[src/rtl/ccff_loader_pkg.sv]
// Shared definitions for the ccff chain loader: FSM state encoding and
// the default bitstream word width.
`timescale 1ns/1ps

package ccff_loader_pkg;

    localparam int DEF_WORD_W = 32;

    typedef enum logic [2:0] {
        ST_IDLE   = 3'd0,
        ST_LOAD   = 3'd1,
        ST_SHIFT  = 3'd2,
        ST_SETTLE = 3'd3,
        ST_DONE   = 3'd4,
        ST_ERR    = 3'd5
    } state_e;

endpackage

[src/rtl/ccff_rb_collector.sv]
// Readback collector: gathers bits coming out of the chain tail MSB first
// and emits a word when it is full, or early (zero padded in the LSBs)
// when the final chain bit has been sampled.
`timescale 1ns/1ps

module ccff_rb_collector
    import ccff_loader_pkg::*;
#(
    parameter int WORD_W = DEF_WORD_W
) (
    input  logic              clk_i,
    input  logic              rst_ni,
    input  logic              clear_i,
    input  logic              sample_i,
    input  logic              bit_i,
    input  logic              last_i,
    output logic [WORD_W-1:0] rb_data_o,
    output logic              rb_valid_o
);

    localparam int CNT_W = (WORD_W > 1) ? $clog2(WORD_W) : 1;

    logic [WORD_W-1:0] col_q, col_d, col_ins;
    logic [CNT_W-1:0]  cnt_q, cnt_d, idx;
    logic [WORD_W-1:0] rb_data_q, rb_data_d;
    logic              rb_valid_q, rb_valid_d;
    logic              word_full;

    assign word_full  = (cnt_q == CNT_W'(WORD_W - 1));
    assign rb_data_o  = rb_data_q;
    assign rb_valid_o = rb_valid_q;

    // Insert the sampled bit at the next MSB-first position and decide on emission
    always_comb begin
        idx        = CNT_W'(WORD_W - 1) - cnt_q;
        col_ins    = col_q;
        col_ins[idx] = bit_i;
        col_d      = col_q;
        cnt_d      = cnt_q;
        rb_data_d  = rb_data_q;
        rb_valid_d = 1'b0;
        if (clear_i) begin
            col_d = '0;
            cnt_d = '0;
        end else if (sample_i) begin
            if (word_full || last_i) begin
                // Remaining LSBs of col_ins are still zero from the last clear
                rb_data_d  = col_ins;
                rb_valid_d = 1'b1;
                col_d      = '0;
                cnt_d      = '0;
            end else begin
                col_d = col_ins;
                cnt_d = cnt_q + 1'b1;
            end
        end
    end

    // Collector and output registers
    always_ff @(posedge clk_i or negedge rst_ni) begin
        if (!rst_ni) begin
            col_q      <= '0;
            cnt_q      <= '0;
            rb_data_q  <= '0;
            rb_valid_q <= 1'b0;
        end else begin
            col_q      <= col_d;
            cnt_q      <= cnt_d;
            rb_data_q  <= rb_data_d;
            rb_valid_q <= rb_valid_d;
        end
    end

endmodule

[src/rtl/ccff_chain_loader.sv]
// Configuration chain loader: accepts bitstream words, shifts them MSB first
// into a fabric ccff chain, collects the chain tail for readback, and
// controls fabric isolation around the programming sequence.
`timescale 1ns/1ps

module ccff_chain_loader
    import ccff_loader_pkg::*;
#(
    parameter int CHAIN_LEN   = 1024,
    parameter int WORD_W      = DEF_WORD_W,
    parameter int SETTLE_CYC  = 4,
    parameter int TIMEOUT_CYC = 4096
) (
    input  logic                           prog_clk,
    input  logic                           prog_reset,
    input  logic                           start,
    input  logic                           abort,
    input  logic [WORD_W-1:0]              cfg_data,
    input  logic                           cfg_valid,
    output logic                           cfg_ready,
    output logic                           ccff_head,
    output logic                           ccff_shift_en,
    input  logic                           ccff_tail,
    output logic [WORD_W-1:0]              rb_data,
    output logic                           rb_valid,
    output logic                           isol_n,
    output logic                           busy,
    output logic                           done,
    output logic                           err,
    output logic [$clog2(CHAIN_LEN+1)-1:0] bit_count
);

    localparam int BC_W = $clog2(CHAIN_LEN + 1);
    localparam int N_W  = $clog2(WORD_W + 1);
    localparam int SC_W = (SETTLE_CYC > 1) ? $clog2(SETTLE_CYC + 1) : 1;
    localparam int TO_W = (TIMEOUT_CYC > 1) ? $clog2(TIMEOUT_CYC + 1) : 1;

    state_e            state_q, state_d;
    logic [BC_W-1:0]   bit_cnt_q, bit_cnt_d;
    logic [WORD_W-1:0] shreg_q, shreg_d;
    logic [N_W-1:0]    n_q, n_d, n_load;
    logic [SC_W-1:0]   settle_q, settle_d;
    logic [TO_W-1:0]   tmo_q, tmo_d;
    logic [31:0]       remain;
    logic              in_load, in_shift, in_settle, idle_like;
    logic              can_start, hs, last_bit;

    assign in_load   = (state_q == ST_LOAD);
    assign in_shift  = (state_q == ST_SHIFT);
    assign in_settle = (state_q == ST_SETTLE);
    assign idle_like = (state_q == ST_IDLE) || (state_q == ST_DONE) || (state_q == ST_ERR);
    assign can_start = start && idle_like;

    // Abort wins over a handshake, so ready is withdrawn while abort is high
    assign cfg_ready = in_load && !abort;
    assign hs        = cfg_valid && cfg_ready;

    // Bits still owed to the chain; a short final word uses only its upper bits
    assign remain = 32'(CHAIN_LEN) - 32'(bit_cnt_q);
    assign n_load = (remain > 32'(WORD_W)) ? N_W'(WORD_W) : N_W'(remain);
    assign last_bit = (bit_cnt_q == BC_W'(CHAIN_LEN - 1));

    assign ccff_shift_en = in_shift;
    assign ccff_head     = in_shift && shreg_q[WORD_W-1];
    assign isol_n        = (state_q == ST_DONE);
    assign done          = (state_q == ST_DONE);
    assign err           = (state_q == ST_ERR);
    assign busy          = in_load || in_shift || in_settle;
    assign bit_count     = bit_cnt_q;

    // Next-state and datapath update for the programming sequence
    always_comb begin
        state_d   = state_q;
        bit_cnt_d = bit_cnt_q;
        shreg_d   = shreg_q;
        n_d       = n_q;
        settle_d  = settle_q;
        tmo_d     = tmo_q;
        case (state_q)
            ST_IDLE, ST_DONE, ST_ERR: begin
                if (start) begin
                    state_d   = ST_LOAD;
                    bit_cnt_d = '0;
                    tmo_d     = '0;
                end
            end
            ST_LOAD: begin
                if (abort) begin
                    state_d = ST_ERR;
                end else if (hs) begin
                    shreg_d = cfg_data;
                    n_d     = n_load;
                    tmo_d   = '0;
                    state_d = ST_SHIFT;
                end else if (tmo_q == TO_W'(TIMEOUT_CYC - 1)) begin
                    state_d = ST_ERR;
                end else begin
                    tmo_d = tmo_q + 1'b1;
                end
            end
            ST_SHIFT: begin
                // The fabric shifts this cycle regardless of abort, so count it
                shreg_d   = shreg_q << 1;
                bit_cnt_d = bit_cnt_q + 1'b1;
                n_d       = n_q - 1'b1;
                if (abort) begin
                    state_d = ST_ERR;
                end else if (n_q == N_W'(1)) begin
                    if (last_bit) begin
                        state_d  = ST_SETTLE;
                        settle_d = '0;
                    end else begin
                        state_d = ST_LOAD;
                        tmo_d   = '0;
                    end
                end
            end
            ST_SETTLE: begin
                if (abort) begin
                    state_d = ST_ERR;
                end else if (settle_q == SC_W'(SETTLE_CYC - 1)) begin
                    state_d = ST_DONE;
                end else begin
                    settle_d = settle_q + 1'b1;
                end
            end
            default: state_d = ST_IDLE;
        endcase
    end

    // Control and datapath registers
    always_ff @(posedge prog_clk or negedge prog_reset) begin
        if (!prog_reset) begin
            state_q   <= ST_IDLE;
            bit_cnt_q <= '0;
            shreg_q   <= '0;
            n_q       <= '0;
            settle_q  <= '0;
            tmo_q     <= '0;
        end else begin
            state_q   <= state_d;
            bit_cnt_q <= bit_cnt_d;
            shreg_q   <= shreg_d;
            n_q       <= n_d;
            settle_q  <= settle_d;
            tmo_q     <= tmo_d;
        end
    end

    ccff_rb_collector #(
        .WORD_W (WORD_W)
    ) u_rb (
        .clk_i      (prog_clk),
        .rst_ni     (prog_reset),
        .clear_i    (can_start),
        .sample_i   (in_shift),
        .bit_i      (ccff_tail),
        .last_i     (last_bit),
        .rb_data_o  (rb_data),
        .rb_valid_o (rb_valid)
    );

endmodule

[config.mk]
export PLATFORM = sky130hd
export DESIGN_NAME = ccff_chain_loader
export DESIGN_NICKNAME = d
export VERILOG_FILES = /design/src/rtl/ccff_loader_pkg.sv /design/src/rtl/ccff_rb_collector.sv /design/src/rtl/ccff_chain_loader.sv
export SDC_FILE = /design/constraint.sdc
export NUM_CORES = 1
export LEC_CHECK = 0
export ABC_AREA = 1
export CORE_AREA = 4 4 91 178
export DETAILED_ROUTE_END_ITERATION = 8
export DIE_AREA = 0 0 95 182
export DONT_BUFFER_PORTS = 1
export PLACE_DENSITY = 0.76
export SKIP_CTS_REPAIR_TIMING = 1
export SYNTH_ARGS = -nofsm -noshare
export SYNTH_HDL_FRONTEND = slang
export SYNTH_SLANG_ARGS = --single-unit
[constraint.sdc]
create_clock -name prog_clk -period 2.75 [get_ports prog_clk]
set_input_delay 0.6875 -clock prog_clk [delete_from_list [all_inputs] [get_ports prog_clk]]
set_output_delay 0.6875 -clock prog_clk [all_outputs]
set_load 0.02 [all_outputs]
==> impl_metrics.py <==
metrics = {
    "timing": {
        "slew_headroom_pct": 57.6,
        "hold_ws_ps": -31.7,
        "rsz0062_at_grt": "false",
        "final.period_utilization_pct": 95.0,
        "worst_pin_slew_ps": 636,
        "hold_violations": 131,
        "drv_slew": 0,
        "setup_tns_ps": 0,
        "clock_skew_ps": 9.05,
        "setup_viol": 0,
        "setup_ws_ps": 137,
        "period_needed_ps": 2610,
        "max_freq_ghz": 0.383,
    },
    "global_routing": {
        "gr-total-overflow": 0,
        "antenna_found_initial": 0,
        "grt_max_degree": 139,
        "grt_pass1_vias": 5892,
        "grt_use_total_pct": 20.8,
        "grt_pass1_wl_um": 28400,
    },
    "yosys": {
        "synth_nets": 953,
        "netlist.area_leader.share_pct": 47.3,
        "synthTopCellsByArea": "dfrtp_1, nand2_1, inv_1, o21ai_0, o211ai_1",
        "synth_enable_flop_cells": 0,
        "yosys.area.top_type": "dfrtp_1",
        "synthCells": 902,
        "synth_area_um2": 7300,
        "yosys.cell_types.count": 39,
        "yosysWarnings": 0,
        "ys_seq_area_share_pct": 47.3,
        "ys.flop_type": "dfrtp_1",
        "syn-mean-instance-area_um2": 8.10,
        "ys_ff_latch": 138,
        "async_flop_share_pct": 100,
    },
    "clock_network": {
        "cts.htree.levels": 4,
        "cts_tree": "yes",
        "cts_buffers": 17,
        "cts_buffer_depth": 2,
        "cts_root_buf": "clkbuf_16",
        "clock-sinks": 138,
        "clk_latency_ps": 420,
        "cts.clk_slew.worst_paths_ps": 60,
    },
    "power_and_ir_drop": {
        "p_switching_uw": 2430,
        "comb_power_share_pct": 28.6,
        "p_seq_share_pct": 38.2,
        "p_per_area_nw_per_um2": 831,
        "p_leak_uw": 0.00370,
        "ir_drop_mv": 0.450,
        "p_sw_share_pct": 36.7,
        "p_int_uw": 4200,
        "clock_power_share_pct": 33.2,
    },
    "critical_path": {
        "critPathSlowestCell": "nor2_1",
        "critical_path_class": "reg2out",
        "endpoint_kind": "primary output",
        "start_kind": "register",
        "path_cells": "nand2_2 > inv_2 > nand2_1 > nor2_1",
        "critical-path-top-delay-family": "simple AND/OR/NAND/NOR gates",
        "crit_required_ps": 2060,
        "cp_max_fo": 10,
        "path_buf_inv": 1,
        "slowest_delay_ps": 470,
        "worst_ep_arrival_time_ps": 1930,
    },
    "routing": {
        "vias_per_cell": 5.43,
        "drtPass1Iterations": 5,
        "drt_iter0_markers": 267,
        "remaining_drc_errors": 0,
        "antenna_left": 0,
        "routed_wirelength_um": 17000,
        "wl_per_cell_um": 15.5,
        "vias": 5962,
    },
    "floorplanning": {
        "rows": 63,
        "core_um2": 14800,
        "start_util_pct": 49.3,
        "die_w_um": 95,
        "ios": 89,
        "die-height_um": 182,
        "dieArea_um2": 17300,
    },
    "run_status": {
        "failed_checks": "negative hold slack",
        "status": "finished, violations left",
    },
    "finish": {
        "diodes": 0,
        "num-nets-final": 940,
        "final_cell_area_um2": 7980,
        "syn_to_final_growth_pct": 9.24,
        "drive_gt1_share_pct": 9.76,
        "final_util_pct": 53.8,
    },
    "min_path": {
        "worst_hold_path_type": "in2async",
    },
    "place": {
        "gp_congestion": 0.914,
        "hpwl_um": 11800,
        "pre_cts_slack_ps": 522,
        "io_buffer_count": 0,
        "placed_cell_area_um2": 7410,
    },
    "run": {
        "maxCapViolCount": 0,
    },
}
[flip-flops by register name (all words and copies together), names as in the netlist]
signal and cells:
bit_count 11, u_rb.cnt_q 5, u_rb.rb_valid_o 1, u_rb.rb_data_o 32, settle_q 3, tmo_q 13
shreg_q 32, u_rb.col_q 32, state_q 3, n_q 6
[routing by layer]
| layer | share of wire (%) | track usage (%) | vias up |
|---|---|---|---|
| li1 | - | - | 2985 |
| met1 | 38 | 22.5 | 2817 |
| met5 | 0 | 0 | - |
| met4 | 2.2 | 8.44 | 0 |
| met2 | 55 | 37.8 | 127 |
| met3 | 4.3 | 4.81 | 33 |
[power groups by stage]
stage               registers (uW)  clock network, uW  logic [uW]
floorplan                     2510                  0        1550
global placement              2560                  0        1860
detailed placement            2560                  0        1890
CTS                           2530               2250        1910
global route                  2560               2350        2150
finish                        2530               2200        1890
[worst reg2reg max path, delay by kind of cell (launching register included)]
family                     cells  cell delay (ps)
adders and majority gates      1              270
AOI/OAI and AO/OA              1               70
and+or+nand+nor                7             1290
DFF                            1              550
[area by class of cell]
cell class,instances,area (um2)
Clock buffer,17,425
Fill cell,1429,6840
Sequential cell,138,3450
Timing Repair Buffer,17,140
Inverter,127,477
Multi-Input combinational cell,588,3100
Clock inverter,15,139
Tap cell,195,244
[cells in the mapped netlist (2+ instances only)]
cell type and n:
nand2_1 189, dfrtp_1 138, inv_1 120, o21ai_0 60
nor2_1 56, o21ai_1 43, o22ai_1 37, a21oi_1 34
nand3_1 33, o211ai_1 31, buf_2 21, a31oi_1 16
clkbuf_1 14, nand4_1 14, ha_1 13, o21ai_2 13
buf_4 9, nor3_1 8, o31ai_1 8, inv_2 7
xor2_1 6, buf_6 5, nor2_2 5, nand2_2 3
nor3_4 3, a21o_1 2, nand3_2 2
[path summary, 6_finish.rpt]
kind | start | cells after the start | slack (ps) | endpoint
worst max-delay path | state_q[1]$_DFFE_PN0P_ | 4 | 140 | ccff_head
worst min-delay path | prog_reset | 0 | -30 | u_rb.rb_data_o[18]$_DFFE_PN0P_
worst min register to register | settle_q[1]$_DFFE_PN0P_ | 2 | 490 | settle_q[1]$_DFFE_PN0P_
max in group asynchronous | prog_reset | 0 | 2580 | tmo_q[1]$_DFFE_PN0P_
worst max register to register | bit_count[1]$_DFFE_PN0P_ | 9 | 500 | tmo_q[2]$_DFFE_PN0P_
min in group prog_clk | cfg_data[0] | 2 | 440 | shreg_q[0]$_DFFE_PN0P_
[cells in the final DEF, fill, tap and decap left out, types with 4 or more instances in the layout]
cell type  netlist  final
buf_4            9     16
o21ai_1         43     43
xor2_1           6      6
o31ai_1          8      8
o21ai_0         60     60
o22ai_1         37     37
o211ai_1        31     31
nor3_1           8      8
inv_2            7      7
dfrtp_1        138    138
nor2_2           5      4
a31oi_1         16     16
inv_6            0      6
nand2_2          3      4
nor2_1          56     56
ha_1            13     13
nand3_1         33     33
clkbuf_16        0     17
a21oi_1         34     34
nand2_1        189    188
o21ai_2         13     13
nand4_1         14     14
inv_1          120    120
[metrics by stage]
stage,cells,total power [uW]
after detailed placement,1065,4460
after CTS,1097,6690
after global routing,1097,7060
after floorplan,902,4060
after global placement,1065,4420
final,1097,6630
[cells by family after synthesis]
kind of cell	share of synthesized area [%]
and+or+nand+nor	18.8
AOI/OAI and AO/OA	20.3
buffers and inverters	10.4
DFF	47.3
adders and majority gates	2.23
xor gates and xnor gates	0.840
muxes	0.154
(Power assumes the default switching activity.)
